<file path="config.mk">
export PLATFORM = sky130hd
export DESIGN_NAME = stall_controller_flat
export DESIGN_NICKNAME = d
export VERILOG_FILES = /design/src/rtl/stall_controller_if.sv /design/src/rtl/stall_controller.sv /design/src/flat_wrapper.sv
export SDC_FILE = /design/constraint.sdc
export NUM_CORES = 1
export LEC_CHECK = 0
export ABC_AREA = 1
export ABC_CLOCK_PERIOD_IN_PS = 1600
export CORE_MARGIN = 1.5
export CORE_UTILIZATION = 44
export DETAILED_ROUTE_END_ITERATION = 10
export GPL_TIMING_DRIVEN = 0
export PLACE_DENSITY = 0.88
export REMOVE_ABC_BUFFERS = 1
export SLEW_MARGIN = 25
export SYNTH_ARGS = -nofsm -noshare
export SYNTH_HDL_FRONTEND = slang
export SYNTH_SLANG_ARGS = --single-unit
</file>
<file path="constraint.sdc">
create_clock -name clk -period 1.6 [get_ports clk]
set_input_delay 0.16 -clock clk [delete_from_list [all_inputs] [get_ports clk]]
set_output_delay 0.16 -clock clk [all_outputs]
set_load 0.01 [all_outputs]
</file>
<file path="src/rtl/stall_controller_if.sv">
// Hazard/stall control bundle between the pipeline datapath and stall_controller.
// StallCount exists only when STALL_PERF_CNT_EN is defined.
interface stall_controller_if;
  logic [4:0]  RegSource1D;
  logic [4:0]  RegSource2D;
  logic [4:0]  RegDestinE;
  logic        LoadE;
  logic        PCSrcE;
  logic        MulStartE;
  logic        MulDoneE;
  logic        StallF;
  logic        StallD;
  logic        StallE;
  logic        FlushD;
  logic        FlushE;
  logic        FlushM;
  logic        MulBusy;
  logic        MulTimeout;
`ifdef STALL_PERF_CNT_EN
  logic [15:0] StallCount;
`endif

  modport master (
    output RegSource1D, RegSource2D, RegDestinE, LoadE, PCSrcE, MulStartE, MulDoneE,
    input  StallF, StallD, StallE, FlushD, FlushE, FlushM, MulBusy, MulTimeout
`ifdef STALL_PERF_CNT_EN
    , input StallCount
`endif
  );

  modport slave (
    input  RegSource1D, RegSource2D, RegDestinE, LoadE, PCSrcE, MulStartE, MulDoneE,
    output StallF, StallD, StallE, FlushD, FlushE, FlushM, MulBusy, MulTimeout
`ifdef STALL_PERF_CNT_EN
    , output StallCount
`endif
  );
endinterface

</file>
<file path="src/rtl/stall_controller.sv">
// Pipeline stall/flush controller: load-use stall, branch flush and multi-cycle op wait.
// Optional feature macro STALL_PERF_CNT_EN adds a saturating 16-bit stall-cycle counter.
module stall_controller #(
  parameter int unsigned MUL_TIMEOUT = 32
) (
  input  logic               clk,
  input  logic               reset,
  stall_controller_if.slave  bus
);

  typedef enum logic {
    RUN     = 1'b0,
    MULWAIT = 1'b1
  } state_e;

  localparam logic [7:0] WCNT_LAST = 8'(MUL_TIMEOUT - 1);

  state_e     state_q, state_d;
  logic [7:0] wcnt_q, wcnt_d;
  logic       mul_timeout_q, mul_timeout_d;
  logic       load_use;
  logic       stall_f, stall_d, stall_e, flush_d, flush_e, flush_m, mul_busy;

  assign load_use = bus.LoadE && (bus.RegDestinE != 5'd0) &&
                    ((bus.RegDestinE == bus.RegSource1D) || (bus.RegDestinE == bus.RegSource2D));

  always_ff @(posedge clk or posedge reset) begin
    if (reset) begin
      state_q       <= RUN;
      wcnt_q        <= 8'd0;
      mul_timeout_q <= 1'b0;
    end else begin
      state_q       <= state_d;
      wcnt_q        <= wcnt_d;
      mul_timeout_q <= mul_timeout_d;
    end
  end

  always_comb begin
    state_d       = state_q;
    wcnt_d        = wcnt_q;
    mul_timeout_d = 1'b0;
    stall_f       = 1'b0;
    stall_d       = 1'b0;
    stall_e       = 1'b0;
    flush_d       = 1'b0;
    flush_e       = 1'b0;
    flush_m       = 1'b0;
    mul_busy      = 1'b0;
    case (state_q)
      RUN: begin
        // Issue wins over redirect and load-use; MulDoneE is meaningless here.
        if (bus.MulStartE) begin
          state_d = MULWAIT;
          wcnt_d  = 8'd0;
        end else if (bus.PCSrcE) begin
          flush_d = 1'b1;
          flush_e = 1'b1;
        end else if (load_use) begin
          stall_f = 1'b1;
          stall_d = 1'b1;
          flush_e = 1'b1;
        end
      end
      MULWAIT: begin
        stall_f  = 1'b1;
        stall_d  = 1'b1;
        stall_e  = 1'b1;
        flush_m  = 1'b1;
        mul_busy = 1'b1;
        // A result arriving on the last allowed cycle is a normal completion.
        if (bus.MulDoneE) begin
          state_d = RUN;
          wcnt_d  = 8'd0;
        end else if (wcnt_q == WCNT_LAST) begin
          state_d       = RUN;
          wcnt_d        = 8'd0;
          mul_timeout_d = 1'b1;
        end else begin
          wcnt_d = wcnt_q + 8'd1;
        end
      end
      default: begin
        state_d = RUN;
        wcnt_d  = 8'd0;
      end
    endcase
  end

  // Controls are forced low for the whole reset window, not just after the edge.
  assign bus.StallF     = stall_f  & ~reset;
  assign bus.StallD     = stall_d  & ~reset;
  assign bus.StallE     = stall_e  & ~reset;
  assign bus.FlushD     = flush_d  & ~reset;
  assign bus.FlushE     = flush_e  & ~reset;
  assign bus.FlushM     = flush_m  & ~reset;
  assign bus.MulBusy    = mul_busy & ~reset;
  assign bus.MulTimeout = mul_timeout_q;

`ifdef STALL_PERF_CNT_EN
  logic [15:0] stall_cnt_q, stall_cnt_d;

  always_comb begin
    stall_cnt_d = stall_cnt_q;
    if (stall_f && (stall_cnt_q != 16'hFFFF)) begin
      stall_cnt_d = stall_cnt_q + 16'd1;
    end
  end

  always_ff @(posedge clk or posedge reset) begin
    if (reset) begin
      stall_cnt_q <= 16'd0;
    end else begin
      stall_cnt_q <= stall_cnt_d;
    end
  end

  assign bus.StallCount = stall_cnt_q;
`endif

endmodule

</file>
<file path="src/flat_wrapper.sv">
// flat-port wrapper written by rule: the top's interface ports become plain ports
module stall_controller_flat 
#(
  parameter int unsigned MUL_TIMEOUT = 32
)
  (clk, reset, bus_RegSource1D, bus_RegSource2D, bus_RegDestinE, bus_LoadE, bus_PCSrcE, bus_MulStartE, bus_MulDoneE, bus_StallF, bus_StallD, bus_StallE, bus_FlushD, bus_FlushE, bus_FlushM, bus_MulBusy, bus_MulTimeout);
  stall_controller_if bus_i ();
  input  logic clk;
  input  logic reset;
  input wire logic [$bits(bus_i.RegSource1D)-1:0] bus_RegSource1D;
  input wire logic [$bits(bus_i.RegSource2D)-1:0] bus_RegSource2D;
  input wire logic [$bits(bus_i.RegDestinE)-1:0] bus_RegDestinE;
  input wire logic [$bits(bus_i.LoadE)-1:0] bus_LoadE;
  input wire logic [$bits(bus_i.PCSrcE)-1:0] bus_PCSrcE;
  input wire logic [$bits(bus_i.MulStartE)-1:0] bus_MulStartE;
  input wire logic [$bits(bus_i.MulDoneE)-1:0] bus_MulDoneE;
  output wire logic [$bits(bus_i.StallF)-1:0] bus_StallF;
  output wire logic [$bits(bus_i.StallD)-1:0] bus_StallD;
  output wire logic [$bits(bus_i.StallE)-1:0] bus_StallE;
  output wire logic [$bits(bus_i.FlushD)-1:0] bus_FlushD;
  output wire logic [$bits(bus_i.FlushE)-1:0] bus_FlushE;
  output wire logic [$bits(bus_i.FlushM)-1:0] bus_FlushM;
  output wire logic [$bits(bus_i.MulBusy)-1:0] bus_MulBusy;
  output wire logic [$bits(bus_i.MulTimeout)-1:0] bus_MulTimeout;
  assign bus_i.RegSource1D = bus_RegSource1D;
  assign bus_i.RegSource2D = bus_RegSource2D;
  assign bus_i.RegDestinE = bus_RegDestinE;
  assign bus_i.LoadE = bus_LoadE;
  assign bus_i.PCSrcE = bus_PCSrcE;
  assign bus_i.MulStartE = bus_MulStartE;
  assign bus_i.MulDoneE = bus_MulDoneE;
  assign bus_StallF = bus_i.StallF;
  assign bus_StallD = bus_i.StallD;
  assign bus_StallE = bus_i.StallE;
  assign bus_FlushD = bus_i.FlushD;
  assign bus_FlushE = bus_i.FlushE;
  assign bus_FlushM = bus_i.FlushM;
  assign bus_MulBusy = bus_i.MulBusy;
  assign bus_MulTimeout = bus_i.MulTimeout;
  stall_controller #(.MUL_TIMEOUT(MUL_TIMEOUT)) u_core (.clk(clk), .reset(reset), .bus(bus_i));
endmodule
</file>
==> flow_summary.ini <==
[global_routing]
grt_usage_pct = 20.24
grt_overflow = 0
grt_pass1_vias = 783
antenna_found_initial = 0
grt_pass1_wl_mm = 3.111
grt_max_degree = 11

[yosys]
synth_area_um2 = 817.0
ys_ff_latch = 10
ys_types = 24
syn_inst = 118
synth.area.top_cells = dfrtp_1 31%, nand2_1 16%, inv_1 11%
yosysTopAreaCell = dfrtp_1
yosysTopAreaCellShare_pct = 30.63
synth_warnings = 0
seq_area_frac_synth_pct = 30.63
syn_area_per_cell_um2 = 6.924

[detailed_routing]
drtAntennaViolNets = 0
drtIter0Drc = 22
drtPass1Iterations = 5
drc = 0
wire_per_inst_um = 11.03
vias = 832
routed_wl_mm = 1.909
viasPerCell = 4.809

[final_layout]
drive_gt1_share_pct = 18.24
layout.nets = 172
post-route-util_pct = 66.96
diodes = 0
design_area_um2 = 1156
syn_to_final_growth_pct = 41.50
layout_common_cells = 32 x nand2_1, 23 x inv_1, 13 x clkdlybuf4s50_1
layout_commonest_cell = nand2_1
fin_cells = 173

[worst_setup_path]
arrival_ns = 1.35
critPathRequiredTime_ns = 1.44
critical_path.slowest_cell = clkdlybuf4s50_1
max_stage_delay_ns = 0.48
cp-end-kind = output port
path_max_fanout = 7
critical_path_class = in -> out
start_kind = primary input
crit_chain = clkdlybuf4s50_1, nor2_4, inv_2, nor2_2, nand2_1, inv_1, clkdlybuf4s15_1

[sta]
slew_violations = 0
setup_violations = 0
max_freq_mhz = 660.5
finalSetupTns_ns = 0
fin_skew_ns = 0.001552
hold_viol = 0
finalCritPeriodShare_pct = 94.62
final.min_clock_period_ns = 1.514
tightest_slew_ns = 0.3892
slew_headroom_pct = 74.02
whs_ns = 0.3244
fin_ws_ns = 0.08602

[placed_design]
dpl_worst_slack_ns = -0.4284
dp_cells = 168
gp_congestion = 0.7834
port_buffers = 28
hpwl_mm = 1.486
post_dp_cell_area_um2 = 1106

[floorplan]
rows = 15
die_w_um = 46.09
die_y_um = 46.09
die_area_um2 = 2124
ios = 29
core_area_um2 = 1727
start_util_pct = 47.32

[clock_network]
clk_path_buf_depth = 2
cts_num_sinks = 10
clock_latency_ns = 0.26
cts_hold_buffers = 0
cts.clk_slew.worst_paths_ns = 0.06
clockRootBuffer = clkbuf_4
cts_buffers = 3
cts_tree = built
h-tree-depth = 1

[power_and_ir_drop]
ir_worst_vdd_v = 0.0005153
p_leak_nw = 0.6162
power_mw = 0.6544
pwr_density_cell_nw_per_um2 = 566.0

[min_path]
hold_path.class = in -> async

[run_status]
status = complete, no violations

[job]
drv_cap = 0
-- cell usage after synthesis, drive strengths merged --
| library cell | instances |
|---|---|
| nand2 | 37 |
| inv | 25 |
| nor2 | 16 |
| dfrtp | 10 |
| nand3 | 6 |
| buf | 3 |
| nand4 | 3 |
| nor3 | 3 |
| o21ai | 3 |
| o22ai | 3 |
| xnor2 | 3 |
| xor2 | 3 |
| a21oi | 1 |
| a22o | 1 |
| ha | 1 |
-- worst paths after layout --
kind / from / end / slack [ns] / cells after the start
max: bus_MulStartE / bus_FlushD / 0.09 / 7
max reg2reg: u_core.wcnt_q[0] / u_core.wcnt_q[3] / 0.27 / 6
max in group asynchronous: reset / u_core.wcnt_q[3] / 1.00 / 2
min in group clk: u_core.wcnt_q[0] / u_core.wcnt_q[0] / 0.52 / 1
min: reset / u_core.wcnt_q[0] / 0.32 / 2
min reg2reg: u_core.wcnt_q[0] / u_core.wcnt_q[0] / 0.52 / 1
-- registers in the layout (all words and copies together), names as in the netlist --
| register | count |
|---|---|
| u_core.wcnt_q | 8 |
| u_core.bus.MulTimeout | 1 |
| u_core.state_q | 1 |
-- worst max-delay path, delay by kind of cell --
kind                   cells  cell delay (ns)
buffers and inverters      4             0.86
and+or+nand+nor            3             0.34
-- power breakdown --
part	internal [mW]	switching (mW)	leakage [nW]
Sequential	0.265	0.0119	0.136
Combinational	0.103	0.109	0.466
Clock	0.0866	0.0793	0.0138
-- logic make-up after synthesis --
family / count (synthesis) / synth area share, %
adders and majority gates: 1 / 1.531
AOI/OAI and AO/OA: 8 / 7.963
and+or+nand+nor: 65 / 39.20
xor gates and xnor gates: 6 / 6.433
DFF: 10 / 30.63
buffers and inverters: 28 / 14.24
-- per-layer routing --
metal	track usage (%)	part of all wire, %	vias up
met2	36.11	50	39
li1	-	-	418
met5	0	0	-
met4	1.714	0.37	0
met3	6.275	7.8	2
met1	24.63	41	373
-- area by class of cell --
class	instances	area [µm²]
Fill cell	147	570.5
Multi-Input combinational cell	80	467.9
Timing Repair Buffer	30	290.3
Sequential cell	10	250.2
Inverter	25	93.84
Tap cell	25	31.28
Clock buffer	3	22.52
-- timing repair --
action | CTS | global route
setup buffers | 1 | 1
gates cloned | 0 | 0
gates resized for setup | 21 | 12
pin swaps | 1 | 7
setup endpoints to repair | 7 | 4
No activity file was read; power rests on OpenSTA's default activity.
